## config.mk

```make
export PLATFORM = sky130hd
export DESIGN_NAME = cpu_seq
export DESIGN_NICKNAME = d
export VERILOG_FILES = /design/src/rtl/cpu_seq.sv
export SDC_FILE = /design/constraint.sdc
export NUM_CORES = 1
export LEC_CHECK = 0
export CELL_PAD_IN_SITES_DETAIL_PLACEMENT = 1
export CELL_PAD_IN_SITES_GLOBAL_PLACEMENT = 2
export CORE_MARGIN = 3
export CORE_UTILIZATION = 30
export DETAILED_ROUTE_END_ITERATION = 12
export GPL_TIMING_DRIVEN = 0
export PLACE_DENSITY = 0.91
export SKIP_LAST_GASP = 1
export SLEW_MARGIN = 10
export SYNTH_ARGS = -nofsm -noshare
export SYNTH_HDL_FRONTEND = slang
export SYNTH_SLANG_ARGS = --single-unit
export TNS_END_PERCENT = 50
```

## constraint.sdc

```tcl
create_clock -name clk -period 2.6 [get_ports clk]
set_clock_uncertainty 0.05 [all_clocks]
set_input_delay 0.78 -clock clk [delete_from_list [all_inputs] [get_ports clk]]
set_output_delay 0.78 -clock clk [all_outputs]
set_load 0.03 [all_outputs]
```

## src/rtl/cpu_seq.sv

```systemverilog
// rtl/cpu_seq.sv - instruction phase sequencer (fetch/decode/execute/writeback)
module cpu_seq #(
  parameter int FETCH_TMO = 8,
  parameter int CNT_W     = 16
) (
  input  logic             clk,
  input  logic             rst_n,
  input  logic             run,
  input  logic             step_req,
  output logic             fetch_req,
  input  logic             fetch_ack,
  input  logic             illegal_op,
  output logic             step1,
  output logic             step2,
  output logic             step3,
  output logic             step4,
  output logic             wb_en,
  output logic             pc_inc,
  output logic             halted,
  output logic             fault,
  output logic [CNT_W-1:0] retired
);

  // One-hot encoding keeps every output a single-bit decode of the state register.
  typedef enum logic [5:0] {
    IDLE   = 6'b000001,
    FETCH  = 6'b000010,
    DECODE = 6'b000100,
    EXEC   = 6'b001000,
    WB     = 6'b010000,
    FAULT  = 6'b100000
  } state_t;

  localparam logic [7:0]       TMO_LAST = 8'(FETCH_TMO - 1);
  localparam logic [CNT_W-1:0] CNT_ONE  = {{(CNT_W-1){1'b0}}, 1'b1};

  state_t     state;
  state_t     state_nxt;
  logic       one_shot;
  logic       one_shot_nxt;
  logic [7:0] wait_cnt;
  logic [7:0] wait_nxt;

  // State, mode flag, fetch wait counter and retired counter; reset wins over everything.
  always_ff @(posedge clk) begin
    if (!rst_n) begin
      state    <= IDLE;
      one_shot <= 1'b0;
      wait_cnt <= 8'd0;
      retired  <= '0;
    end else begin
      state    <= state_nxt;
      one_shot <= one_shot_nxt;
      wait_cnt <= wait_nxt;
      if (state == WB) begin
        retired <= retired + CNT_ONE;
      end
    end
  end

  // Next-state logic; run is only consulted in IDLE and at the end of WB.
  always_comb begin
    state_nxt    = state;
    one_shot_nxt = one_shot;
    wait_nxt     = wait_cnt;
    unique case (state)
      IDLE: begin
        if (run || step_req) begin
          state_nxt    = FETCH;
          one_shot_nxt = !run;
          wait_nxt     = 8'd0;
        end
      end
      FETCH: begin
        if (fetch_ack) begin
          state_nxt = DECODE;
          wait_nxt  = 8'd0;
        end else if (wait_cnt == TMO_LAST) begin
          state_nxt = FAULT;
        end else begin
          wait_nxt = wait_cnt + 8'd1;
        end
      end
      DECODE: begin
        state_nxt = illegal_op ? FAULT : EXEC;
      end
      EXEC: begin
        state_nxt = WB;
      end
      WB: begin
        if (run && !one_shot) begin
          state_nxt = FETCH;
          wait_nxt  = 8'd0;
        end else begin
          state_nxt = IDLE;
        end
      end
      FAULT: begin
        state_nxt = FAULT;
      end
      default: begin
        state_nxt = FAULT;
      end
    endcase
  end

  // Outputs are pure decodes of the registered state, so no input reaches an output.
  assign fetch_req = state[1];
  assign step1     = state[1];
  assign step2     = state[2];
  assign step3     = state[3];
  assign step4     = state[4];
  assign wb_en     = state[4];
  assign pc_inc    = state[4];
  assign halted    = state[0];
  assign fault     = state[5];

endmodule
```

==> impl_metrics.yaml <==
run_status:
  outcome: "complete, no violations"
drt:
  final_antenna_net_count: 0
  route.detailed.drc: 0
  viasPerCell: 5.271
  drt_iter0_drc: 44
  vias: 1476
  routed_wl_mm: 4.089
  wl_per_cell_um: 14.60
  drt_pre_antenna_iters: 4
clock_tree:
  clockRootBuffer: "clkbuf_8"
  cts_sinks: 31
  ctsResizeCount: 0
  cts_hold_buf: 0
  htree_levels: 2
  clk_latency_ns: 0.28
  cts_max_path_buffers: 2
  cts_setup_buffers: 0
  path_clk_slew_ns: 0.07
  cts_tree: "done"
  cts_inserted_buffers: 5
sta:
  tightest_slew_ns: 0.7504
  slew_violations: 0
  hold_violations: 0
  finalCriticalPeriod_ns: 2.514
  post-route-period-util_pct: 96.71
  max_freq_mhz: 397.7
  setup_violations: 0
  hold_slack_ns: 0.4307
  grt_setup_unrepaired: "true"
  slew-limit-headroom_pct: 49.34
floorplan:
  die_area_um2: 5962
  start_util_pct: 31.58
  io_pins: 31
  die_y_um: 77.22
  core_area_um2: 4817
  row_count: 25
  dieWidth_um: 77.22
logic_synthesis:
  synth.most_common_cell: "dfxtp_1"
  synth_top_flop_cell: "dfxtp_1"
  syn_avg_cell_area_um2: 8.596
  synth_top_area_cell: "dfxtp_1"
  synth_area_um2: 1521
  yosysTopAreaCellShare_pct: 40.79
  async_reset_ff_share_pct: 0
  syn_nets: 185
  synthTopCellsByArea: "dfxtp_1 (41%), a21oi_1 (4.6%), nand2_1 (3.7%)"
  netlist_instances: 177
  yosys-top-cells-count: "dfxtp_1 (31), nand2_1 (15), a21oi_1 (14), nand3_1 (11), nor2_1 (11)"
  ys_ff_latch: 31
  synth_edf_count: 0
  synth_warnings: 0
  synth-seq-area-share_pct: 40.79
  synth_cell_types: 43
min_path:
  holdCritPathClass: "register to register"
  min_path_cells: 2
  min-delay-start: "retired[15]$_SDFFE_PN0N_"
  whs_endpoint: "retired[15]$_SDFFE_PN0N_"
grt:
  grt_first_pass_wirelength_mm: 7.107
  antenna_found_initial: 0
  first_global_vias: 1460
  grt_max_degree: 11
  gr-total-overflow: 0
  grtUsageTotal_pct: 14.58
placed_design:
  placedInstanceArea_um2: 1896
  port-buffer-count: 29
  place_congestion: 0.7430
  hpwl_mm: 3.021
  placedCellCount: 273
critical_path:
  rr_worst_depth: 6
  max_stage_delay_ns: 0.59
  critPathKind: "register to register"
  reg2reg_slack_ns: 0.09
  startpoint_type: "register"
  crit_chain: "or4_1 > buf_2 > or4_1 > buf_2 > or3_1 > a21oi_1"
  arrival_ns: 2.68
  worstPathRequired_ns: 2.76
  end_kind: "register"
  timing.rr.start: "state[2]$_SDFFE_PN0P_"
  reg2reg_to: "retired[9]$_SDFFE_PN0N_"
  path_max_fanout: 10
  crit_path_top_delay_cell: "or4_1"
power:
  p_per_area_nw_per_um2: 493.2
  ir_drop_mv: 0.2751
  p_leak_nw: 0.6405
finish:
  antenna_cells: 0
  finalNonFillerCells: 280
  syn2layout_area_growth_pct: 30.84
  drive_gt1_share_pct: 8.451
  utilization_pct: 41.32
  fin_area_um2: 1991
  nets: 221
run:
  cap_violations: 0
## metal layers
| metal | GRT usage (%) | wire [um] |
|---|---|---|
| met5 | 0 | 0 |
| met4 | 4.804 | 42 |
| met3 | 3.286 | 130 |
| met2 | 24.70 | 2040 |
| met1 | 18.18 | 1875 |
## cells in the final DEF, fill, tap and decap left out, drive strengths merged, types with 8 or more instances in the layout
cell and n:
dfxtp 31, clkdlybuf4s50 29, nand2 15, a21oi 14, nand3 11, nor2 11, or3 8, o21ai 8
clkbuf 8
## cell type report
| type | instances | area, um^2 |
|---|---|---|
| Fill cell | 604 | 2826 |
| Multi-Input combinational cell | 136 | 857.1 |
| Sequential cell | 31 | 620.6 |
| Timing Repair Buffer | 29 | 290.3 |
| Tap cell | 67 | 83.83 |
| Clock buffer | 6 | 82.58 |
| Buffer | 8 | 43.79 |
| Inverter | 2 | 7.507 |
| Clock inverter | 1 | 5.005 |
## how the worst max path moves through the flow
stage                           from                        to  slack, ns  cells after the start
2_1_floorplan  state[2]$_SDFFE_PN0P_   retired[7]$_SDFFE_PN0N_       0.20                      6
3_3_place_gp               fetch_ack  wait_cnt[6]$_SDFFE_PN0P_      -0.25                      5
3_5_place_dp               fetch_ack  wait_cnt[7]$_SDFFE_PN0P_      -0.27                      5
4_1_cts                    fetch_ack  wait_cnt[7]$_SDFFE_PN0P_       0.02                      5
5_1_grt        state[2]$_SDFFE_PN0P_   retired[9]$_SDFFE_PN0N_      -0.06                      6
6_report       state[2]$_SDFFE_PN0P_   retired[9]$_SDFFE_PN0N_       0.09                      6
## flip-flops by register name, indices dropped and copies added (netlist names)
signal and flops:
state 6, one_shot 1, retired 16, wait_cnt 8
## critical path: cells and delay by family (launching register included)
| family | cells | cell delay (ns) |
|---|---|---|
| buffers and inverters | 2 | 0.41 |
| and+or+nand+nor | 3 | 1.46 |
| DFF | 1 | 0.39 |
| AOI/OAI and AO/OA | 1 | 0.14 |
## logic make-up (layout without fill, tap and decap cells)
family / count (synthesis) / count (layout) / share of synthesized area (%)
AND/OR/NAND/NOR: 77 / 77 / 28.21
AO/OA/AOI/OAI: 48 / 48 / 20.73
flip-flops: 31 / 31 / 40.79
buffers and inverters: 10 / 46 / 3.372
XOR/XNOR: 8 / 8 / 4.605
adder cells (fa/ha/maj): 2 / 2 / 1.644
multiplexers: 1 / 1 / 0.6579
## report_power, final
part           switching [W]  total (W)  internal [W]
Combinational      0.0000666   0.000110     0.0000438
Sequential         0.0000102   0.000492      0.000482
Clock               0.000172   0.000379      0.000207
Total               0.000249   0.000982      0.000733
## per-stage QoR
step	setup WS (ns)	power, W	TNS (ns)
detailed placement	-0.2663	0.0006109	-1.950
floorplan	0.2023	0.0005692	0
finish	0.08555	0.0009817	0
CTS	0.01616	0.0009947	0
global placement	-0.2471	0.0006099	-1.784
global route	-0.05675	0.001030	-0.1306
Power figures use the tool's default switching activity.
